--- src/rtl/fifo_pack_pkg.sv ---
// Shared types and width helpers for the FIFO write-port packing arbiter.
`timescale 1ns/1ps
package fifo_pack_pkg;

  typedef enum logic {EMPTY, FULL} out_state_t;

  function automatic int pad_width(input int full, input int bits);
    return full - bits;
  endfunction

  function automatic int tag_width(input int n);
    return $clog2(n);
  endfunction

endpackage

--- src/rtl/fifo_pack_rr_arbiter.sv ---
// Round-robin arbiter: one-hot grant plus index; priority pointer advances past the winner only on a grant.
`timescale 1ns/1ps
module fifo_pack_rr_arbiter
  import fifo_pack_pkg::*;
#(
  parameter int p_num_reqs = 4
) (
  input  logic                          clk,
  input  logic                          reset,
  input  logic [p_num_reqs-1:0]         req,
  input  logic                          en,
  output logic [p_num_reqs-1:0]         grant,
  output logic [$clog2(p_num_reqs)-1:0] grant_idx
);

  localparam int IW = tag_width(p_num_reqs);

  logic [IW-1:0] ptr;
  logic [IW-1:0] k;
  logic          found;

  // Walk ptr, ptr+1, ... with explicit wrap so non-power-of-two counts work.
  always_comb begin
    grant     = '0;
    grant_idx = '0;
    found     = 1'b0;
    k         = ptr;
    for (int unsigned o = 0; o < p_num_reqs; o++) begin
      if (!found && req[k]) begin
        found     = 1'b1;
        grant_idx = k;
      end
      k = (k == IW'(p_num_reqs - 1)) ? '0 : k + 1'b1;
    end
    if (found && en) grant[grant_idx] = 1'b1;
  end

  always_ff @(posedge clk) begin
    if (reset)
      ptr <= '0;
    else if (|grant)
      ptr <= (grant_idx == IW'(p_num_reqs - 1)) ? '0 : grant_idx + 1'b1;
  end

endmodule

--- src/rtl/fifo_pack_arbiter.sv ---
// Packs one of p_num_reqs narrow messages into a left-aligned FIFO word behind a one-entry output register.
// Define FIFO_PACK_ARB_SRC_TAG_EN to carry the granted requester index in the low pad bits.
`timescale 1ns/1ps
module fifo_pack_arbiter
  import fifo_pack_pkg::*;
#(
  parameter int p_bit_width      = 3,
  parameter int p_full_bit_width = 6,
  parameter int p_num_reqs       = 4
) (
  input  logic                              clk,
  input  logic                              reset,
  input  logic [p_num_reqs*p_bit_width-1:0] req_msg,
  input  logic [p_num_reqs-1:0]             req_val,
  output logic [p_num_reqs-1:0]             req_rdy,
  output logic [p_full_bit_width-1:0]       resp_msg,
  output logic                              resp_val,
  input  logic                              resp_rdy
);

  localparam int P  = pad_width(p_full_bit_width, p_bit_width);
  localparam int TW = tag_width(p_num_reqs);

  if (P < 0) begin : g_bad_pad
    $error("fifo_pack_arbiter: p_full_bit_width smaller than p_bit_width");
  end
  if (p_num_reqs < 2) begin : g_bad_reqs
    $error("fifo_pack_arbiter: p_num_reqs must be at least 2");
  end
`ifdef FIFO_PACK_ARB_SRC_TAG_EN
  if (P < TW) begin : g_bad_tag
    $error("fifo_pack_arbiter: pad too narrow for source tag");
  end
`endif

  out_state_t                  state;
  logic                        can_accept;
  logic [p_num_reqs-1:0]       grant;
  logic [TW-1:0]               grant_idx;
  logic [p_bit_width-1:0]      sel_msg;
  logic [p_full_bit_width-1:0] pack_word;

  // Reset gates the enable so requesters never see a grant while in reset.
  assign can_accept = !reset && ((state == EMPTY) || resp_rdy);

  fifo_pack_rr_arbiter #(
    .p_num_reqs (p_num_reqs)
  ) u_arb (
    .clk       (clk),
    .reset     (reset),
    .req       (req_val),
    .en        (can_accept),
    .grant     (grant),
    .grant_idx (grant_idx)
  );

  assign req_rdy  = grant;
  assign resp_val = (state == FULL);

  always_comb begin
    sel_msg   = req_msg[32'(grant_idx) * p_bit_width +: p_bit_width];
    pack_word = '0;
    pack_word[p_full_bit_width-1 -: p_bit_width] = sel_msg;
`ifdef FIFO_PACK_ARB_SRC_TAG_EN
    pack_word[TW-1:0] = grant_idx;
`endif
  end

  always_ff @(posedge clk) begin
    if (reset) begin
      state    <= EMPTY;
      resp_msg <= '0;
    end else if (|grant) begin
      state    <= FULL;
      resp_msg <= pack_word;
    end else if (resp_rdy) begin
      state    <= EMPTY;
    end
  end

endmodule

--- config.mk ---
export PLATFORM = sky130hd
export DESIGN_NAME = fifo_pack_arbiter
export DESIGN_NICKNAME = d
export VERILOG_FILES = /design/src/rtl/fifo_pack_pkg.sv /design/src/rtl/fifo_pack_rr_arbiter.sv /design/src/rtl/fifo_pack_arbiter.sv
export SDC_FILE = /design/constraint.sdc
export NUM_CORES = 1
export LEC_CHECK = 0
export ABC_AREA = 0
export BUFFER_PORTS_ARGS = -buffer_cell sky130_fd_sc_hd__buf_2
export CORE_MARGIN = 2
export CORE_UTILIZATION = 50
export DETAILED_ROUTE_END_ITERATION = 10
export PLACE_DENSITY = 0.76
export SKIP_LAST_GASP = 1
export SLEW_MARGIN = 20
export SYNTH_ARGS = -nofsm -noshare
export SYNTH_HDL_FRONTEND = slang
export SYNTH_HIERARCHICAL = 1
export SYNTH_SLANG_ARGS = --single-unit
--- constraint.sdc ---
create_clock -name clk -period 4 [get_ports clk]
set_input_delay 0.2 -clock clk [delete_from_list [all_inputs] [get_ports clk]]
set_output_delay 0.2 -clock clk [all_outputs]
set_load 0.01 [all_outputs]
# Yosys cells after proc, flatten, opt, wreduce, memory -nomap -nowiden
# Index checks and enable logic that the tools add are counted.
[op_classes] addsub=4 n_mul=1 order_cmp=6 n_eq_ne=4 shifts=1 n_mux=25 bitwise_logic=1 n_reduce_logical=13
[op_table] op="$mux 2" n=8
[op_table] op="$lt 2x3->1 const B" n=5
[op_table] op="$shiftx 12x5->3" n=1
[op_table] op="$mux 1" n=11
[op_table] op="$add 2x1->2 const B" n=4
[op_table] op="$bmux 1 s2" n=4
[op_table] op="$eq 2x2->1 const B" n=4
[op_table] op="$logic_and 1x1->1" n=6
[op_table] op="$logic_not 1->1" n=4
[op_table] op="$mul 2x2->4 const B" n=1
[op_table] op="$mux 4" n=1
[op_table] op="$reduce_or 4->1" n=1
[op_table] op="$demux 1 s2" n=1
[op_table] op="$ge 2x1->1 const B" n=1
[op_table] op="$reduce_bool 2->1" n=1
[op_table] op="$logic_or 1x1->1" n=1
[op_table] op="$not 1->1" n=1
[totals] ff_bits=6 in_bits=19 output_inout_bits=11

# Depth between registers and ports, before layout
[depth] depth_word=19 mapped_depth=13 ltp_nobuf=11

# By module
# Netlist, hierarchy kept.
[by_module_without_submodules] module="fifo_pack_rr_arbiter" n_inst=1 cells_per_inst=77 area_each_um2=645.6 seq_area_each_um2=40.0
[by_module_without_submodules] module="fifo_pack_arbiter" n_inst=1 cells_per_inst=21 area_each_um2=254.0 seq_area_each_um2=80.1

# Worst setup path after synthesis
# No wires, ideal clock.
[synth_timing] path_kind="register to register" from="register u_arb.ptr[1]" to="register resp_msg[3]" t_arrival_ps=2726 required_time_ps=3886 path_slack_ps=1159 stages_incl_launch_ff=13 path_buffers=2 cell_sequence="dfxtp_1 ha_1 buf_6 buf_12 mux2i_1 mux2_4 a32oi_1 nand2_1 ha_1 and2_1 nor4_4 mux2i_1 nor2_1"
[synth_via] elab_chain_len=18 elab_cells_between_ends=41 cone_classes="add/sub: 3; mul: 1; order compare: 2; eq/ne: 3; shift: 1; mux: 22; reduce/logical: 9"
[synth_rtl] element="start, declared" line="fifo_pack_rr_arbiter.sv:18" source="logic [IW-1:0] ptr;"
[synth_rtl] element="start signal, assigned" line="fifo_pack_rr_arbiter.sv:42" source="ptr <= (grant_idx == IW'(p_num_reqs - 1)) ? '0 : grant_idx + 1'b1;"
[synth_rtl] element="parallel branches: the longest is 11 deep, another holds $add 2x1->2"
[synth_rtl] element="$mux 2 *" line="fifo_pack_rr_arbiter.sv:29" source="if (!found && req[k]) begin"
[synth_rtl] element="net grant_idx[0]" line="fifo_pack_arbiter.sv:39" source="logic [TW-1:0] grant_idx;"
[synth_rtl] element="$lt 2x3->1 (not written as such) / $ge 2x1->1 (equally long branches)" line="fifo_pack_rr_arbiter.sv:35" source="if (found && en) grant[grant_idx] = 1'b1;"
[synth_rtl] element="$logic_and 1x1->1 (not written as such)" line="fifo_pack_rr_arbiter.sv:35"
[synth_rtl] element="$mux 1 (not written as such)" line="fifo_pack_rr_arbiter.sv:35"
[synth_rtl] element="$demux 1 s2 *"
[synth_rtl] element="$mux 4 *" line="fifo_pack_rr_arbiter.sv:35"
[synth_rtl] element="net req_rdy[1]" line="fifo_pack_arbiter.sv:15" source="output logic [p_num_reqs-1:0] req_rdy,"
[synth_rtl] element="$reduce_or 4->1 *" line="fifo_pack_arbiter.sv:73" source="end else if (|grant) begin"
[synth_rtl] element="end signal, assigned" line="fifo_pack_arbiter.sv:75" source="resp_msg <= pack_word;"
[synth_rtl] element="end, declared" line="fifo_pack_arbiter.sv:16" source="output logic [p_full_bit_width-1:0] resp_msg,"
# Mark *: on every way through the listed nets, which the timed path passes. The select of a mux whose other input is x is not followed.
# A chain may end at the register's enable or synchronous reset.

# Worst setup path after layout
[layout_timing] from="register u_arb.ptr[1]" to="register u_arb.ptr[0]"
[layout_via] elab_chain_len=18 elab_cells_between_ends=42 cone_classes="add/sub: 4; order compare: 2; eq/ne: 4; mux: 23; reduce/logical: 9"
[layout_rtl] element="parallel branches: the longest is 11 deep, another holds $add 2x1->2"
[layout_rtl] element="$mux 2 *" line="fifo_pack_rr_arbiter.sv:29"
[layout_rtl] element="net grant_idx[1]" line="fifo_pack_arbiter.sv:39"
[layout_rtl] element="$lt 2x3->1 (not written as such) / $ge 2x1->1 (equally long branches)" line="fifo_pack_rr_arbiter.sv:35"
[layout_rtl] element="$logic_and 1x1->1 (not written as such)" line="fifo_pack_rr_arbiter.sv:35"
[layout_rtl] element="$mux 1 (not written as such)" line="fifo_pack_rr_arbiter.sv:35"
[layout_rtl] element="$demux 1 s2"
[layout_rtl] element="$mux 4" line="fifo_pack_rr_arbiter.sv:35"
[layout_rtl] element="$reduce_or 4->1" line="fifo_pack_rr_arbiter.sv:41" source="else if (|grant)"
# Marked as above.

==> flow_summary.toml <==
[power]
power.total_mw = 1.03
sw_frac_of_total_pct = 49.5
ir_worst_vdd_mv = 0.469
p_comb_share_pct = 83.9
p_sw_mw = 0.512
internal_power_mw = 0.522
seq_power_share_pct = 10.9
power_density_nw_per_um2 = 1020
p_leak_nw = 0.453
clockPowerShare_pct = 5.1

[critical_path]
endpoint_kind = "flip-flop"
reg2regPathDepth = 10
cp_max_fo = 15
r2r_start = "u_arb/ptr[1]"
required_ns = 4.14
cp-startpoint = "u_arb/ptr[1]"
cp-start-kind = "flip-flop"
reg2reg_slack_ns = 0.45
cp.arrival_ns = 3.68
cp-endpoint = "u_arb/ptr[0]"
reg2reg_to = "u_arb/ptr[0]"
crit_type = "flip-flop to flip-flop"

[placed_design]
port_buffers = 26
gp_congestion = 0.883
dp_worst_setup_slack_ns = 0.561
hpwlAfterDp_um = 1770
dp.cells = 142

[cts]
ctsHoldBuffers = 0
clk_pin_slew_ns = 0.04
ctsResizeCount = 0
clkLatencyLatePin_ns = 0.24
cts_buffer_depth = 2
cts_setup_buffers = 0
cts-root-buf = "clkbuf_4"
clock-sinks = 6
cts_tree = "yes"
cts_buffers = 3
cts-htree-levels = 1

[routing]
wl_met2_um = 1160
drtAntennaViolNets = 0
drt_iter0_markers = 53
top_layer = "met4"
routedWlPerCell_um = 15.2
via_count = 887
wl_met1_um = 892
vias_per_cell = 6.12
routed_wl_um = 2200
firstDrtPassIters = 4
drc = 0
route.met3.wl_um = 124

[synthesis]
synthFlopType = "dfxtp_1"
synth.most_common_cell = "mux2i_1"
synth_warnings = 6
ys_ff_latch = 6
synth_top_cell_by_area = "dfxtp_1"
synth_top_cell_area_share_pct = 13.4
ys_async_sr_fraction_pct = 0
synth_area_leaders = "dfxtp_1, mux4_2, mux2i_1, ha_1, buf_4"
yosysSeqAreaShare_pct = 13.4
mappedNetlistArea_um2 = 900
synth_cell_types = 44
syn_avg_cell_area_um2 = 9.18
synth_commonest_cells = "mux2i_1, dfxtp_1, nand2b_1, nor2_1"
synth_edf_count = 0
netlist_instances = 98

[global_route]
grt-ovfl-total = 0
grt_pass1_vias = 838
grt_pass1_wl_um = 3650
track_usage_pct = 23.9
antenna_found_initial = 0
grt_max_degree = 19

[timing]
finalHoldViolCount = 0
final_max_slew_viol_count = 0
period_share_pct = 88.7
setup_viol = 0
skew_ns = 0.000776
finalWorstSetupSlack_ns = 0.452
timing.final.crit_period_ns = 3.55
slew_headroom_pct = 66.4
tightestPinTransition_ns = 0.498
holdWs_ns = 0.215
rsz0062_at_grt = "no"
max_freq_ghz = 0.282
setup_tns_ns = 0

[layout]
register_area_um2 = 120
areaGrowthSynthToFinish_pct = 12.9
fin_cells = 145
nNetsFinal = 146
post_route_cells_drive_above_1_share_pct = 34.2
multi_input_area_um2 = 701
diodes = 0
nFillCells = 149

[die]
start_util_pct = 52.7
die_w_um = 46.4
die_h_um = 46.4
die-area_um2 = 2150
core-area_um2 = 1710
num_rows = 15
pin_count = 30

[run_status]
status = "finished clean"

[hold_path]
hp-class = "primary input to flip-flop"

[job]
maxCapViolCount = 0
==> sequential cells by signal (all words and copies together) (netlist names) <==
signal / count
resp_val: 1
resp_msg: 3
u_arb/ptr: 2
==> metal layers <==
metal,vias up,global-route usage (%)
met5,-,0
met4,0,12.0
met3,4,3.14
met2,50,41.4
met1,418,28.5
li1,415,-
==> cell type report <==
| class | instances | share of cell area [%] |
|---|---|---|
| Multi-Input combinational cell | 83 | 69.0 |
| Timing Repair Buffer | 27 | 13.5 |
| Sequential cell | 6 | 11.8 |
| Tap cell | 25 | 3.08 |
| Clock buffer | 3 | 2.22 |
| Inverter | 1 | 0.369 |
==> worst min path at each step <==
stage	start	to	slack, ns	cells after the start
2_1_floorplan	reset	resp_val	0.27	1
3_3_place_gp	reset	resp_val	0.47	2
3_5_place_dp	reset	resp_val	0.47	2
4_1_cts	reset	resp_val	0.21	2
5_1_grt	reset	resp_msg[3]	0.22	2
6_report	reset	resp_val	0.21	2
==> layout by cell type, fill, tap and decap left out, drive strengths merged, types with 4 or more instances in the layout <==
master	Yosys	final
a21oi	4	4
and2	5	5
buf	9	27
dfxtp	6	6
ha	5	5
mux2i	7	7
mux4	5	5
nand2	4	4
nand2b	6	6
nor2	6	6
o21ai	6	6
==> cell families (layout without fill, tap and decap cells) <==
kind of cell,after synthesis,after routing,share of synthesized area [%]
AOI/OAI and AO/OA,29,29,24.2
xor gates and xnor gates,1,1,0.974
and+or+nand+nor,31,31,21.3
other,1,3,0.417
buffers and inverters,11,31,9.60
muxes,14,14,23.2
DFF,6,6,13.4
adders and majority gates,5,5,6.95
==> per-stage QoR <==
| step | instance area, µm² | utilization (%) |
|---|---|---|
| floorplan | 907 | - |
| global placement | 993 | 58.2 |
| detailed placement | 993 | 58.2 |
| CTS | 1020 | 59.5 |
| global route | 1020 | 59.5 |
| finish | 1020 | 59.5 |
==> critical path: stages (launching register included) <==
cell and delay, ns:
dfxtp_1 0.60, ha_1 0.49, xnor2_1 0.26, o21a_1 0.21, o21ai_1 0.30, nand2_1 0.14
o21a_1 0.30, ha_1 0.23, o41ai_1 0.52, a21oi_1 0.11, a221oi_2 0.29
==> power groups by stage <==
stage                     registers [mW]  logic (mW)  clock network (mW)
final                              0.113       0.868              0.0530
after global routing               0.116       0.945              0.0588
after CTS                          0.112       0.859              0.0564
after detailed placement           0.113       0.853                   0
after global placement             0.111       0.820                   0
after floorplan                    0.103       0.756                   0
No activity file was read; power rests on OpenSTA's default activity.
